$ cat config.mk
export PLATFORM = sky130hd
export DESIGN_NAME = dsconv_block_bn_stream
export DESIGN_NICKNAME = d
export VERILOG_FILES = /design/src/rtl/dsconv_bn_pkg.sv /design/src/rtl/dsconv_bn_mac.sv /design/src/rtl/dsconv_block_bn_stream.sv
export SDC_FILE = /design/constraint.sdc
export NUM_CORES = 2
export LEC_CHECK = 0
export BUFFER_PORTS_ARGS = -buffer_cell sky130_fd_sc_hd__buf_4
export CAP_MARGIN = 15
export CORE_ASPECT_RATIO = 1.75
export CORE_MARGIN = 5
export CORE_UTILIZATION = 45
export CTS_BUF_LIST = sky130_fd_sc_hd__clkbuf_4 sky130_fd_sc_hd__clkbuf_8 sky130_fd_sc_hd__clkbuf_16
export CTS_CLUSTER_SIZE = 28
export DETAILED_ROUTE_END_ITERATION = 12
export PLACE_DENSITY = 0.65
export SLEW_MARGIN = 20
export SYNTH_ARGS = -nofsm -noshare
export SYNTH_HDL_FRONTEND = slang
export SYNTH_SLANG_ARGS = --single-unit
$ cat constraint.sdc
create_clock -name clk -period 8.8 [get_ports clk]
set_clock_uncertainty 0.15 [all_clocks]
set_input_delay 1.32 -clock clk [delete_from_list [all_inputs] [get_ports clk]]
set_output_delay 1.32 -clock clk [all_outputs]
set_load 0.01 [all_outputs]
$ cat src/rtl/dsconv_bn_pkg.sv
// Shared default widths and output-stage helpers for the streaming batch-norm stage.
package dsconv_bn_pkg;

    localparam int DEF_DATA_W     = 18;
    localparam int DEF_Q_W        = 36;
    localparam int DEF_FRAC_SHIFT = 9;
    localparam int DEF_CHANNELS   = 16;

    typedef logic signed [DEF_Q_W:0]      acc_t;
    typedef logic signed [DEF_DATA_W-1:0] pix_t;

    localparam acc_t SAT_MAX = acc_t'((64'sd1 <<< (DEF_DATA_W - 1)) - 64'sd1);
    localparam acc_t SAT_MIN = -SAT_MAX - acc_t'(1);

    // Clamp a shifted accumulator into the signed pixel range.
    function automatic pix_t saturate(input acc_t v);
        if (v > SAT_MAX) begin
            return pix_t'(SAT_MAX);
        end
        if (v < SAT_MIN) begin
            return pix_t'(SAT_MIN);
        end
        return pix_t'(v);
    endfunction

    function automatic pix_t relu(input pix_t v, input logic en);
        return (en && v[DEF_DATA_W-1]) ? '0 : v;
    endfunction

endpackage

$ cat src/rtl/dsconv_bn_mac.sv
// Registered signed multiply-add z = x*p + q with clock enable; sized to map onto one DSP slice.
module dsconv_bn_mac #(
    parameter int DATA_W = 18,
    parameter int Q_W    = 36
) (
    input  logic                     clk,
    input  logic                     rst_n,
    input  logic                     en,
    input  logic signed [DATA_W-1:0] x,
    input  logic signed [DATA_W-1:0] p,
    input  logic signed [Q_W-1:0]    q,
    output logic signed [Q_W:0]      z
);

    logic signed [Q_W:0] x_ext;
    logic signed [Q_W:0] p_ext;
    logic signed [Q_W:0] q_ext;

    // The full x*p product fits well inside Q_W+1 bits, so the wide multiply is exact.
    assign x_ext = {{(Q_W + 1 - DATA_W){x[DATA_W-1]}}, x};
    assign p_ext = {{(Q_W + 1 - DATA_W){p[DATA_W-1]}}, p};
    assign q_ext = {q[Q_W-1], q};

    always_ff @(posedge clk or negedge rst_n) begin
        if (!rst_n) begin
            z <= '0;
        end else if (en) begin
            z <= x_ext * p_ext + q_ext;
        end
    end

endmodule

$ cat src/rtl/dsconv_block_bn_stream.sv
// Streaming per-channel batch-norm: y = sat((x*p + q) >>> FRAC_SHIFT), optional ReLU,
// three-stage valid/ready pipeline with a channel-indexed coefficient RAM.
module dsconv_block_bn_stream
    import dsconv_bn_pkg::*;
#(
    parameter int DATA_W     = DEF_DATA_W,
    parameter int Q_W        = DEF_Q_W,
    parameter int FRAC_SHIFT = DEF_FRAC_SHIFT,
    parameter int CHANNELS   = DEF_CHANNELS,
    parameter int CH_W       = (CHANNELS > 1) ? $clog2(CHANNELS) : 1
) (
    input  logic                     clk,
    input  logic                     rst_n,
    input  logic                     coef_we,
    input  logic [CH_W-1:0]          coef_addr,
    input  logic signed [DATA_W-1:0] coef_p,
    input  logic signed [Q_W-1:0]    coef_q,
    input  logic                     relu_en,
    input  logic                     ch_clear,
    input  logic                     in_valid,
    output logic                     in_ready,
    input  logic signed [DATA_W-1:0] in_data,
    input  logic                     in_last,
    output logic                     out_valid,
    input  logic                     out_ready,
    output logic signed [DATA_W-1:0] out_data,
    output logic                     out_last,
    output logic [CH_W-1:0]          out_ch
);

    logic                     en;
    logic                     accept;
    logic [CH_W-1:0]          ch;

    logic [DATA_W+Q_W-1:0]    coef_mem [CHANNELS];
    logic [DATA_W+Q_W-1:0]    rd_word;

    logic                     s1_valid;
    logic                     s1_last;
    logic [CH_W-1:0]          s1_ch;
    logic signed [DATA_W-1:0] s1_x;
    logic signed [DATA_W-1:0] s1_p;
    logic signed [Q_W-1:0]    s1_q;

    logic                     s2_valid;
    logic                     s2_last;
    logic [CH_W-1:0]          s2_ch;
    logic signed [Q_W:0]      s2_z;

    logic signed [Q_W:0]      s2_shift;
    logic signed [DATA_W-1:0] s3_pix;

    // The whole pipeline moves together; it only freezes when the output is blocked.
    assign en       = !out_valid || out_ready;
    assign in_ready = en;
    assign accept   = in_valid && en;

    always_ff @(posedge clk or negedge rst_n) begin
        if (!rst_n) begin
            ch <= '0;
        end else if (ch_clear) begin
            ch <= '0;
        end else if (accept && in_last) begin
            ch <= (ch == CH_W'(CHANNELS - 1)) ? '0 : ch + CH_W'(1);
        end
    end

    // Read-before-write RAM: a same-address read in the write cycle sees the old entry.
    always_ff @(posedge clk) begin
        if (coef_we) begin
            coef_mem[coef_addr] <= {coef_p, coef_q};
        end
        if (en) begin
            rd_word <= coef_mem[ch];
        end
    end

    assign s1_p = $signed(rd_word[DATA_W+Q_W-1 -: DATA_W]);
    assign s1_q = $signed(rd_word[Q_W-1:0]);

    always_ff @(posedge clk or negedge rst_n) begin
        if (!rst_n) begin
            s1_valid <= 1'b0;
            s1_last  <= 1'b0;
            s1_ch    <= '0;
            s1_x     <= '0;
        end else if (en) begin
            s1_valid <= accept;
            s1_last  <= in_last;
            s1_ch    <= ch;
            s1_x     <= in_data;
        end
    end

    dsconv_bn_mac #(
        .DATA_W (DATA_W),
        .Q_W    (Q_W)
    ) u_mac (
        .clk   (clk),
        .rst_n (rst_n),
        .en    (en),
        .x     (s1_x),
        .p     (s1_p),
        .q     (s1_q),
        .z     (s2_z)
    );

    always_ff @(posedge clk or negedge rst_n) begin
        if (!rst_n) begin
            s2_valid <= 1'b0;
            s2_last  <= 1'b0;
            s2_ch    <= '0;
        end else if (en) begin
            s2_valid <= s1_valid;
            s2_last  <= s1_last;
            s2_ch    <= s1_ch;
        end
    end

    always_comb begin
        s2_shift = s2_z >>> FRAC_SHIFT;
        s3_pix   = relu(saturate(s2_shift), relu_en);
    end

    always_ff @(posedge clk or negedge rst_n) begin
        if (!rst_n) begin
            out_valid <= 1'b0;
            out_last  <= 1'b0;
            out_ch    <= '0;
            out_data  <= '0;
        end else if (en) begin
            out_valid <= s2_valid;
            out_last  <= s2_last;
            out_ch    <= s2_ch;
            out_data  <= s3_pix;
        end
    end

endmodule

==> results list <==
- Of the total synthesized cell area, the portion taken by XOR and XNOR cells is 0.00582.
- Dividing the detail-routed wire length by the instance count gives 25.3 um.
- The path with the worst hold slack has its endpoint at s2_valid$_DFFE_PN0N_.
- Placement Rows: 163
- Number of buffers and inverters on the critical path: 5
- The run finished with clean final reports.
* Setup repair after global routing missed its margin: no
- The number of global-route vias before repair came to 28600.
- Antenna violations before repair: 12
- Cell family with the largest share of critical-path delay: adder cells
* Multi-input logic area: 19300 sq um
- Clock net sink count: 1004
- The HPWL after detailed placement is 79.7 mm.
* Classification of the worst setup path: reg -> reg
- Tracing the worst setup path back leads to its startpoint at s1_x[17]$_DFFE_PN0N_.
- The worst path needs 7.15 ns of the cycle, external delays included.
- Count of fill cells added during filler insertion: 9398
- Horizontal die dimension: 265 um
- Post-synthesis net count: 3705
- In the post-synthesis netlist, the cell with the most instances is sky130_fd_sc_hd__edfxtp_1.
- Entering global routing, the biggest net connects 127 pins.
- Measured along the y axis, the die boundary spans 456 um.
* Number of synthesized register bits: 1004
* CTS tree: built
- Top-level port count: 109
* Relative slew slack: 0.272
- The most used flip-flop cell after synthesis is sky130_fd_sc_hd__edfxtp_1.
- Total core area: 113000 sq um
- Most common library cells after synthesis: sky130_fd_sc_hd__edfxtp_1, sky130_fd_sc_hd__inv_1, sky130_fd_sc_hd__fa_1
- The synthesized design contains 918 enable-type register cells.
- After global routing the overflow that remains totals 0.
* Worst hold-check path type: reg -> reg
- Clock tree synthesis inserted a total of 87 buffers.
- Area fraction in and, or, nand and nor cells after synthesis: 0.0588
* Die Outline Area: 121000 sq um
- The congestion estimate from routability-driven global placement came to 0.906.
- Portion of netlist area occupied by mux cells: 0.120
* Crit path largest cell delay: 0.71 ns
- Derived from the worst setup path, the maximum achievable clock frequency is 140 MHz.
- For flop-to-flop paths, the worst setup slack is 1.65 ns.
- In this run the worst path has a maximum fanout of 19.
- The most numerous cell type found on the critical path is sky130_fd_sc_hd__fa_1.
* Ratio of final minimum period to clock period: 0.812
- Type of element capturing the critical path: flip-flop
- Hold Buf Count CTS: 0
- Net count reported at finish: 3811
- The critical path goes through nand2_1, fa_1, inv_1, fa_1, inv_1, fa_1, inv_1, fa_1, fa_1, inv_1, fa_1, inv_1, ha_1, ha_1, a21o_1, or3_1, a211oi_1, nor3_1, a211o_1, a21oi_1, a21oi_1.
- H-tree levels: 3
* Vias/cell: 5.48
- Top cells by area, synth: sky130_fd_sc_hd__edfxtp_1, sky130_fd_sc_hd__fa_1, sky130_fd_sc_hd__mux4_2, sky130_fd_sc_hd__dfrtp_1, sky130_fd_sc_hd__inv_1
- Max Buffers Root-to-Sink: 3
- Cell with the largest stage delay on the worst path: sky130_fd_sc_hd__dfrtp_1
- In the global route stage, overall resource usage came out at 0.203.
- Transition time of the tightest slew-check pin: 1.09 ns
- For this run, the register share of the synthesized area comes to 0.580.
- The number of placed instances, taps included, is 4645.
- For this run, asynchronously set or reset flops after synthesis account for 0.0857.
* Clock latency on the worst-skew pair: 0.71 ns
- Drt initial violations: 2018
* Share of final-layout standard cells stronger than drive strength 1: 0.176
- Setup total negative slack on the finished layout was measured at 0 ns.
* Area growth, synth to finish: 10.4%
- Launching element type of the critical path: flip-flop
* Total DRC errors in the routed layout: 0
- The worst register-to-register path begins at s1_x[17]$_DFFE_PN0N_.
- Via count: 26300
* Syn Std Cell Area: 51200 sq um
* Max Slew Vio Count: 0
- Wire length of the first global-routing pass: 182 mm
* Post-synthesis compound-gate area fraction: 0.0196
- The endpoint identified for the worst register-to-register timing path is u_mac.z[33]$_DFFE_PN0N_.
* Post CTS Setup Buffer Count: 0
- Counting instances, the worst hold path has a depth of 2.
- The initial utilization of the core area, before any placement, comes to 0.453.
- Input and output buffers added on the ports amount to 108.
- Antenna-violating nets left: 0
- Clock root cell: sky130_fd_sc_hd__clkbuf_16
- The routed design has 122 mm of wire.
- Number of max-cap violations: 0
- Of the total synthesized cell area, the portion taken by full adders, half adders and majority gates is 0.171.
- Total number of yosys warnings: 0
* Final setup fails: 0
* WP data required: 9.22 ns
- Number of gates resized after CTS: 0
- Hold path startpoint: s2_valid$_DFFE_PN0N_
- Excluding fillers, the count of instances in the completed layout stands at 4811.
* Combinational family with the most area after synthesis: adder cells
* Instance count of the mapped netlist: 3143
* Data arrival at the endpoint of the critical path: 7.57 ns
* Total iterations of the first detailed-routing run: 5
* Logic depth of the worst register-to-register path: 21
- The sequential cells in the finished layout cover a total of 29700 sq um.
* Clock transition at path regs: 0.07 ns
- Number of distinct standard cells referenced by the synthesized netlist: 64
* Post-synth top area share: 0.538
- The count of final hold-check violations is 0.
- Average instance area after synthesis: 16.3 sq um
- Of all cell types, the one taking the most synthesized area is sky130_fd_sc_hd__edfxtp_1.
[cells by family (layout without fill, tap and decap cells)]
group                    count (synthesis)  count (layout)
XOR/XNOR                                34              34
multiplexers                           274             274
other                                    0               5
AO/OA/AOI/OAI                          165             165
flip-flops                            1004            1004
adder cells (fa/ha/maj)                478             478
buffers and inverters                  556             734
AND/OR/NAND/NOR                        632             632
[cells in the final DEF, fill, tap and decap left out, types with 4 or more instances in the layout]
master	instances
sky130_fd_sc_hd__a211oi_1	6
sky130_fd_sc_hd__a21o_1	15
sky130_fd_sc_hd__a21oi_1	56
sky130_fd_sc_hd__a31oi_1	7
sky130_fd_sc_hd__and2_1	177
sky130_fd_sc_hd__and3_1	5
sky130_fd_sc_hd__buf_4	152
sky130_fd_sc_hd__clkbuf_16	87
sky130_fd_sc_hd__clkbuf_4	20
sky130_fd_sc_hd__clkinv_1	22
sky130_fd_sc_hd__clkinv_2	10
sky130_fd_sc_hd__clkinvlp_4	7
sky130_fd_sc_hd__dfrtp_1	82
sky130_fd_sc_hd__dfrtp_4	4
sky130_fd_sc_hd__diode_2	5
sky130_fd_sc_hd__edfxtp_1	918
sky130_fd_sc_hd__fa_1	368
sky130_fd_sc_hd__ha_1	110
sky130_fd_sc_hd__inv_1	418
sky130_fd_sc_hd__inv_16	4
sky130_fd_sc_hd__mux2i_1	4
sky130_fd_sc_hd__mux4_1	10
sky130_fd_sc_hd__mux4_2	260
sky130_fd_sc_hd__nand2_1	297
sky130_fd_sc_hd__nand2b_1	9
sky130_fd_sc_hd__nand3b_1	4
sky130_fd_sc_hd__nand4_1	12
sky130_fd_sc_hd__nor2_1	73
sky130_fd_sc_hd__nor2_4	12
sky130_fd_sc_hd__nor3_1	14
sky130_fd_sc_hd__nor3_2	5
sky130_fd_sc_hd__o21ai_0	44
sky130_fd_sc_hd__o21bai_1	6
sky130_fd_sc_hd__o22ai_1	4
sky130_fd_sc_hd__xnor2_1	19
sky130_fd_sc_hd__xor2_1	15
[through the flow]
step	hold WS, ns	setup slack, ns	utilization	cell area (sq um)
finish	0.311	1.65	0.500	56500
global route	0.327	1.21	0.500	56500
CTS	0.315	1.66	0.500	56500
detailed placement	0.300	1.69	0.475	53700
global placement	0.291	1.73	0.475	53700
floorplan	0.280	2.06	-	51200
[registers in the layout (all words and copies together) (netlist names)]
name and cells:
ch 4, coef_mem 864, out_ch 4, out_data 18, out_last 1, out_valid 1, rd_word 54, s1_ch 4
s1_last 1, s1_valid 1, s1_x 18, s2_ch 4, s2_last 1, s2_valid 1, u_mac.z 28
[metal layers]
metal,vias to the layer above,share of wire,track usage
met5,-,0.00041,0
met4,10,0.046,0.0846
met3,215,0.046,0.0316
met2,701,0.55,0.373
met1,14000,0.36,0.235
li1,11400,-,-
[worst max path at each step]
stage	end	slack, ns	depth (start not counted)
2_1_floorplan	u_mac.z[33]$_DFFE_PN0N_	2.06	24
5_1_grt	u_mac.z[33]$_DFFE_PN0N_	1.21	21
6_report	u_mac.z[33]$_DFFE_PN0N_	1.65	21
3_3_place_gp	u_mac.z[31]$_DFFE_PN0N_	1.73	19
3_5_place_dp	u_mac.z[33]$_DFFE_PN0N_	1.69	21
4_1_cts	u_mac.z[33]$_DFFE_PN0N_	1.66	21
[tightest hold or removal path: cells and delay by family, from the launching register on]
kind	cells	cell delay [ns]
and+or+nand+nor	2	0.10
DFF	1	0.33
[final cells by class]
type,instances,share of cell area
diodes,5,0.000221
inverters,419,0.0279
clock buffers,107,0.0412
repair buffers,154,0.0209
clock inverters,54,0.00870
well taps,1485,0.0329
multi-input cells,1583,0.342
flip-flops and latches,1004,0.526
Power is left out: the tool's default activity adds up to more than one toggle a clock period on the data nets, which glitch-free logic cannot reach.
